### src/rtl/step_sequencer.sv
// step_sequencer: tempo-driven pattern player emitting registered note, gate and step index
module step_sequencer #(
  parameter int STEPS    = 8,
  parameter int NOTE_W   = 7,
  parameter int TICK_DIV = 6250000,
  parameter int GATE_LEN = 3125000
) (
  input  logic                       clk,
  input  logic                       reset,
  input  logic                       run,
  input  logic [$clog2(STEPS):0]     length,
  input  logic                       wr_en,
  input  logic [$clog2(STEPS)-1:0]   wr_addr,
  input  logic [NOTE_W-1:0]          wr_note,
  input  logic                       wr_active,
  output logic [NOTE_W-1:0]          note,
  output logic                       gate,
  output logic [$clog2(STEPS)-1:0]   step_idx,
  output logic                       step_strobe,
  output logic                       running
);
  localparam int AW = $clog2(STEPS);
  localparam int LW = AW + 1;
  localparam int TW = $clog2(TICK_DIV);
  localparam logic [0:0] IDLE = 1'b0;
  localparam logic [0:0] RUN  = 1'b1;
  localparam logic [TW-1:0] TICK_LAST = TW'(TICK_DIV - 1);
  localparam logic [TW-1:0] GATE_LAST = TW'(GATE_LEN - 1);
  logic [0:0]        state;
  logic [TW-1:0]     tick;
  logic [NOTE_W-1:0] slot_note [STEPS];
  logic              slot_act  [STEPS];
  logic [LW-1:0]     len_eff;
  logic [AW-1:0]     next_idx;
  always_comb begin
    len_eff  = length == '0 ? LW'(1) : length > LW'(STEPS) ? LW'(STEPS) : length;
    next_idx = {1'b0, step_idx} >= len_eff - LW'(1) ? '0 : step_idx + AW'(1);
  end
  // loads below read the pre-edge slot contents, so a same-cycle write lands next pass
  always_ff @(posedge clk) begin
    if (reset) begin
      for (int i = 0; i < STEPS; i++) begin
        slot_note[i] <= '0;
        slot_act[i]  <= 1'b0;
      end
    end else if (wr_en) begin
      slot_note[wr_addr] <= wr_note;
      slot_act[wr_addr]  <= wr_active;
    end
  end
  always_ff @(posedge clk) begin
    if (reset || (state == RUN && !run)) begin
      state       <= IDLE;
      tick        <= '0;
      note        <= '0;
      gate        <= 1'b0;
      step_idx    <= '0;
      step_strobe <= 1'b0;
      running     <= 1'b0;
    end else if (state == IDLE) begin
      if (run) begin
        state       <= RUN;
        tick        <= '0;
        step_idx    <= '0;
        note        <= slot_note[0];
        gate        <= slot_act[0];
        step_strobe <= 1'b1;
        running     <= 1'b1;
      end
    end else if (tick == TICK_LAST) begin
      tick        <= '0;
      step_idx    <= next_idx;
      note        <= slot_note[next_idx];
      gate        <= slot_act[next_idx];
      step_strobe <= 1'b1;
    end else begin
      tick        <= tick + TW'(1);
      step_strobe <= 1'b0;
      if (tick == GATE_LAST) gate <= 1'b0;
    end
  end
endmodule

### config.mk
export PLATFORM = sky130hd
export DESIGN_NAME = step_sequencer
export DESIGN_NICKNAME = d
export VERILOG_FILES = /design/src/rtl/step_sequencer.sv
export SDC_FILE = /design/constraint.sdc
export NUM_CORES = 1
export LEC_CHECK = 0
export CORE_UTILIZATION = 54
export DETAILED_ROUTE_END_ITERATION = 10
export PLACE_DENSITY = 0.77
export SETUP_SLACK_MARGIN = 0.5
export SLEW_MARGIN = 25
export SYNTH_ARGS = -nofsm -noshare
export SYNTH_HDL_FRONTEND = slang
export SYNTH_SLANG_ARGS = --single-unit
### constraint.sdc
create_clock -name clk -period 2.1 [get_ports clk]
set_input_delay 0.21 -clock clk [delete_from_list [all_inputs] [get_ports clk]]
set_output_delay 0.21 -clock clk [all_outputs]
set_load 0.005 [all_outputs]
# Yosys cells after proc, flatten, opt, wreduce, memory -nomap -nowiden
# Memory sizes are Yosys's and may differ from the RTL's.
# Cells that the tools add are included.
classes:
  div: 0
  mul: 0
  n_bitwise: 1
  shift: 0
  magnitude_cmp: 2
  n_reduce_logical: 10
  addsub: 3
  n_mux: 32
  n_eq_ne: 4
ops:
  columns: ["operator", "count"]
  rows:
  - ["$mux W23", 3]
  - ["$mux W7", 4]
  - ["$add A23 B1 Y23 const B", 1]
  - ["$eq A23 B22 Y1 const B", 1]
  - ["$eq A23 B23 Y1 const B", 1]
  - ["$mux W3", 6]
  - ["$mux W1", 17]
  - ["$mux W4", 2]
  - ["$reduce_or A7 Y1", 1]
  - ["$reduce_and A2 Y1", 3]
  - ["$ge A3 B4 Y1", 1]
  - ["$gt A4 B4 Y1 const B", 1]
  - ["$logic_not A4 Y1", 1]
  - ["$sub A4 B1 Y4 const B", 1]
  - ["$add A3 B1 Y3 const B", 1]
  - ["$ne A3 B1 Y1 const B", 1]
  - ["$ne A2 B1 Y1 const B", 1]
  - ["$reduce_bool A2 Y1", 1]
  - ["$logic_and A1 B1 Y1", 1]
  - ["$logic_not A1 Y1", 1]
  - ["$logic_or A1 B1 Y1", 1]
  - ["$not A1 Y1", 1]
  - ["$reduce_or A1 Y1", 1]
word_totals:
  n_memories: 2
  regBits: 37
  mem_bits_ro: 0
  wordCells: 61
  in_bits: 19
  latch_bits: 0
  ramBits: 64
mem_list:
  columns: ["memory", "words", "width", "rd", "rd_clocked_by_memory_dff", "write_ports", "line_no", "rtl"]
  rows:
  - ["slot_note", 8, 7, 2, 0, 8, "31", "logic [NOTE_W-1:0] slot_note [STEPS];"]
  - ["slot_act", 8, 1, 2, 0, 8, "32", "logic slot_act [STEPS];"]

# Longest topological paths before layout
# An unclocked memory read counts as a cell.
depth:
  depth_word: 9
  ltp_mapped: 12

# Least setup slack after synthesis
# Ideal clock, no wire load.
synth_timing:
  kind: "input to register"
  from: "in length[1]"
  to: "reg note[5]"
  setup_time_ns: 0.119
  cell_stages: 11
  t_arrival_ns: 2.052
  setup_slack_ns: -0.070
  required_time_ns: 1.981
  path_cell_list: "nor2_1 > o21bai_1 > ha_1 > xnor2_1 > ha_1 > a21o_1 > a31oi_1 > nand2_1 > o21ai_0 > a21oi_1 > o221a_1"
synth_between:
  elab_chain_cells: 9
synth_lines:
  columns: ["item", "line_no", "rtl"]
  rows:
  - ["start, declared", "11", "input logic [$clog2(STEPS):0] length,"]
  - ["$gt A4 B4 Y1", "36", "len_eff = length == '0 ? LW'(1) : length > LW'(STEPS) ? LW'(STEPS) : length;"]
  - ["$mux W4", "36", null]
  - ["$mux W4 (*)", "36", null]
  - ["$sub A4 B1 Y4 (*)", "37", "next_idx = {1'b0, step_idx} >= len_eff - LW'(1) ? '0 : step_idx + AW'(1);"]
  - ["$ge A3 B4 Y1 (*)", "37", null]
  - ["$mux W3 (*)", "37", null]
  - ["$mem_v2 Z8 W7 (*)", null, null]
  - ["$mux W7 (*)", "70", "end else if (tick == TICK_LAST) begin"]
  - ["$mux W7 (*)", "60", "end else if (state == IDLE) begin"]
  - ["end signal, assigned", "65", "note <= slot_note[0];"]
  - ["end signal, assigned", "73", "note <= slot_note[next_idx];"]
  - ["end, declared", "16", "output logic [NOTE_W-1:0] note,"]
# Mark *: on every way between the ends. The rest lies on a longest branch, timed or not. The select of a mux whose other input is x is not followed.
# A chain may end at the register's enable or synchronous reset.

# Worst setup path after layout
layout_timing:
  from: "reg step_idx[0]"
  to: "reg note[5]"
layout_between:
  elab_chain_cells: 5
layout_lines:
  columns: ["item", "line_no", "rtl"]
  rows:
  - ["start, declared", "18", "output logic [$clog2(STEPS)-1:0] step_idx,"]
  - ["start signal, assigned", "72", "step_idx <= next_idx;"]
  - ["$ge A3 B4 Y1 or $add A3 B1 Y3 (tied branches)", "37", null]
  - ["$mux W3 (*)", "37", null]
  - ["$mem_v2 Z8 W7 (*)", null, null]
  - ["$mux W7 (*)", "70", null]
  - ["$mux W7 (*)", "60", null]
# Marked as above.

==> impl_metrics.json <==
{
  "met2_usage_pct": 49.0,
  "initial_core_util_pct": 55.2,
  "hold_buffers": 0,
  "cts_buffers": 9,
  "slew_violations": 0,
  "critical_path_required_ps": 2370,
  "die_w_um": 99.0,
  "path_class": "flop to flop",
  "yosysUniqueCellTypes": 59,
  "met1_usage_pct": 38.3,
  "die_h_um": 99.0,
  "finalWorstSetupSlack_ps": 128,
  "drtIter0Drc": 401,
  "synth_area_per_cell_sq_um": 10.7,
  "total_power_uw": 3920,
  "num-nets-final": 598,
  "num_rows": 35,
  "crit_family": "compound AO/OA/AOI/OAI gates",
  "hold_ws_ps": 523,
  "dp_hpwl_mm": 8.36,
  "async_flop_share_pct": 0,
  "yosys-top-cells-area": "edfxtp_1 (38%), dfxtp_1 (15%), and2_1 (7.9%), mux4_2 (3.5%), nor2_1 (3.3%)",
  "grt_pass1_wl_mm": 21.9,
  "synth_edf_count": 64,
  "core_sq_um": 9200,
  "clkLatencyLatePin_ps": 380,
  "finalCritPeriodShare_pct": 93.9,
  "area_delta_synth_final_pct": 36.7,
  "grt.busiest_layer": "met2",
  "synth-seq-area-share_pct": 52.4,
  "min_path_type": "flop to flop",
  "maxSlewHeadroom_pct": 44.5,
  "pre_cts_ws_ps": -511,
  "synth_top_area_share_pct": 37.8,
  "synth_warnings": 0,
  "syn_area_sq_um": 5080,
  "grt_overflow": 0,
  "slowest_delay_ps": 390,
  "totalNegativeSetupSlack_ps": 0,
  "grt_usage_pct": 30.0,
  "cts_max_path_buffers": 2,
  "arrival_ps": 2240,
  "hold_violations": 0,
  "setup_viol": 0,
  "cp-start-kind": "flop",
  "cts_max_level": 3,
  "use_met3_pct": 5.74,
  "drc": 0,
  "gp_congestion": 0.927,
  "ios": 32,
  "wirelength_mm": 14.8,
  "rsz0062_at_grt": "yes",
  "grt_pass1_vias": 4164,
  "seq_area_sq_um": 2710,
  "drt.antenna.violating_nets": 0,
  "die-area_sq_um": 9800,
  "cts.sinks": 101,
  "antenna_found_initial": 0,
  "fmax_mhz": 507,
  "insertedDiodeCount": 0,
  "clockRootBuffer": "clkbuf_8",
  "multi_input_area_sq_um": 2810,
  "fin_skew_ps": 17.6,
  "first_pass_iters": 5,
  "max_cap_violations": 0,
  "io_buffers": 31,
  "crit_fanout": 6,
  "ir_drop_v": 0.000341,
  "num_vias": 4406,
  "timing.final.crit_period_ps": 1970,
  "fillers": 521,
  "slowest_stage": "dfxtp_4",
  "vias_per_cell": 6.39,
  "worstSetupEndpointType": "flop",
  "status": "finished, final reports clean",
  "ys_ff_latch": 101,
  "worstMarginPinSlew_ps": 829,
  "utilization_pct": 75.5,
  "clk_pin_slew_ps": 110,
  "powerDensity_nw_per_um2": 565,
  "grt_max_degree": 21,
  "wl_per_cell_um": 21.5,
  "syn_nets": 498,
  "ys.flop_type": "edfxtp_1",
  "worstPathCellList": "ha_4 > xor2_4 > buf_12 > buf_16 > mux4_2 > o21ai_2 > a21oi_2 > o221a_1",
  "synth_commonest_cells": "and2_1 (64), edfxtp_1 (64), nor2_1 (45)",
  "critPathBufInv": 2,
  "synthCells": 473,
  "tritoncts": "built",
  "final_layout_size_suffix_gt1_share_pct": 39.8,
  "yosys.area.top_type": "edfxtp_1",
  "power.leakage_uw": 0.00251
}
[final cells by class]
type | count | share of cell area [%]
clock buffer | 9 | 1.78
clock inverter | 7 | 1.04
inverter | 6 | 0.324
multi-input combinational | 345 | 40.5
sequential | 101 | 39.0
tap | 111 | 2.00
timing repair buffer | 110 | 15.4
[worst paths after layout]
path                             startpoint  endpoint  slack (ps)  depth (start not counted)
worst max-delay path            step_idx[0]   note[5]         130                          8
worst max register to register  step_idx[0]   note[5]         130                          8
worst min-delay path               tick[12]  tick[12]         520                          1
worst min register to register     tick[12]  tick[12]         520                          1
[flip-flops by register name, indices dropped and copies added, names as in the netlist]
| register | count |
|---|---|
| slot_note | 56 |
| tick | 23 |
| slot_act | 8 |
| note | 7 |
| step_idx | 3 |
| gate | 1 |
| running | 1 |
| state | 1 |
| step_strobe | 1 |
[kinds of logic after synthesis]
logic type      count (synthesis)  share of synthesized area [%]
simple gates                  221                           25.3
xor+xnor                        3                          0.665
fa+ha+maj                       6                           1.48
flops                         101                           52.4
compound gates                 99                           12.4
mux                            16                           5.15
buf+inv                        27                           2.61
[power by group]
group	leakage, uW	total, uW	switching, uW	internal, uW
Sequential	0.000926	2240	49.4	2190
Combinational	0.00148	459	248	211
Clock	0.0000970	1220	755	468
[routing by layer]
metal / vias up / share of wire, %
met5: - / 0
met4: 0 / 4.1
met3: 61 / 8.5
met2: 271 / 49
met1: 2121 / 38
li1: 1953 / -
[timing repair]
action / CTS / global route
pin swaps: 53 / 52
gates resized for setup: 102 / 58
endpoints found under the setup margin: 40 / 61
buffers inserted: 35 / 6
cloned: 6 / 1
[layout by cell type, fill, tap and decap left out, types with 6 or more instances in the layout]
cell / netlist / routed
nand2_1: 30 / 26
buf_12: 0 / 6
a21oi_2: 0 / 8
a311oi_2: 0 / 7
edfxtp_1: 64 / 64
mux4_2: 8 / 8
clkdlybuf4s50_1: 0 / 25
nor2_1: 45 / 38
nor3_1: 9 / 6
a21oi_1: 26 / 16
dfxtp_2: 0 / 11
o21ai_0: 22 / 7
and2_1: 64 / 64
dfxtp_4: 0 / 8
dfxtp_1: 37 / 18
buf_4: 2 / 54
nor2_4: 0 / 6
o21ai_1: 16 / 16
nand4_1: 7 / 7
buf_6: 2 / 17
clkbuf_8: 0 / 9
o21ai_2: 0 / 13
nand3_1: 17 / 15
o221a_1: 7 / 7
[per-stage QoR]
step                      cells  instance area, sq um
after floorplan             473                  5200
after global placement      625                  5780
after detailed placement    625                  5780
after CTS                   682                  6670
after global routing        689                  6950
final                       689                  6950
No activity file was read; power rests on OpenSTA's default activity.
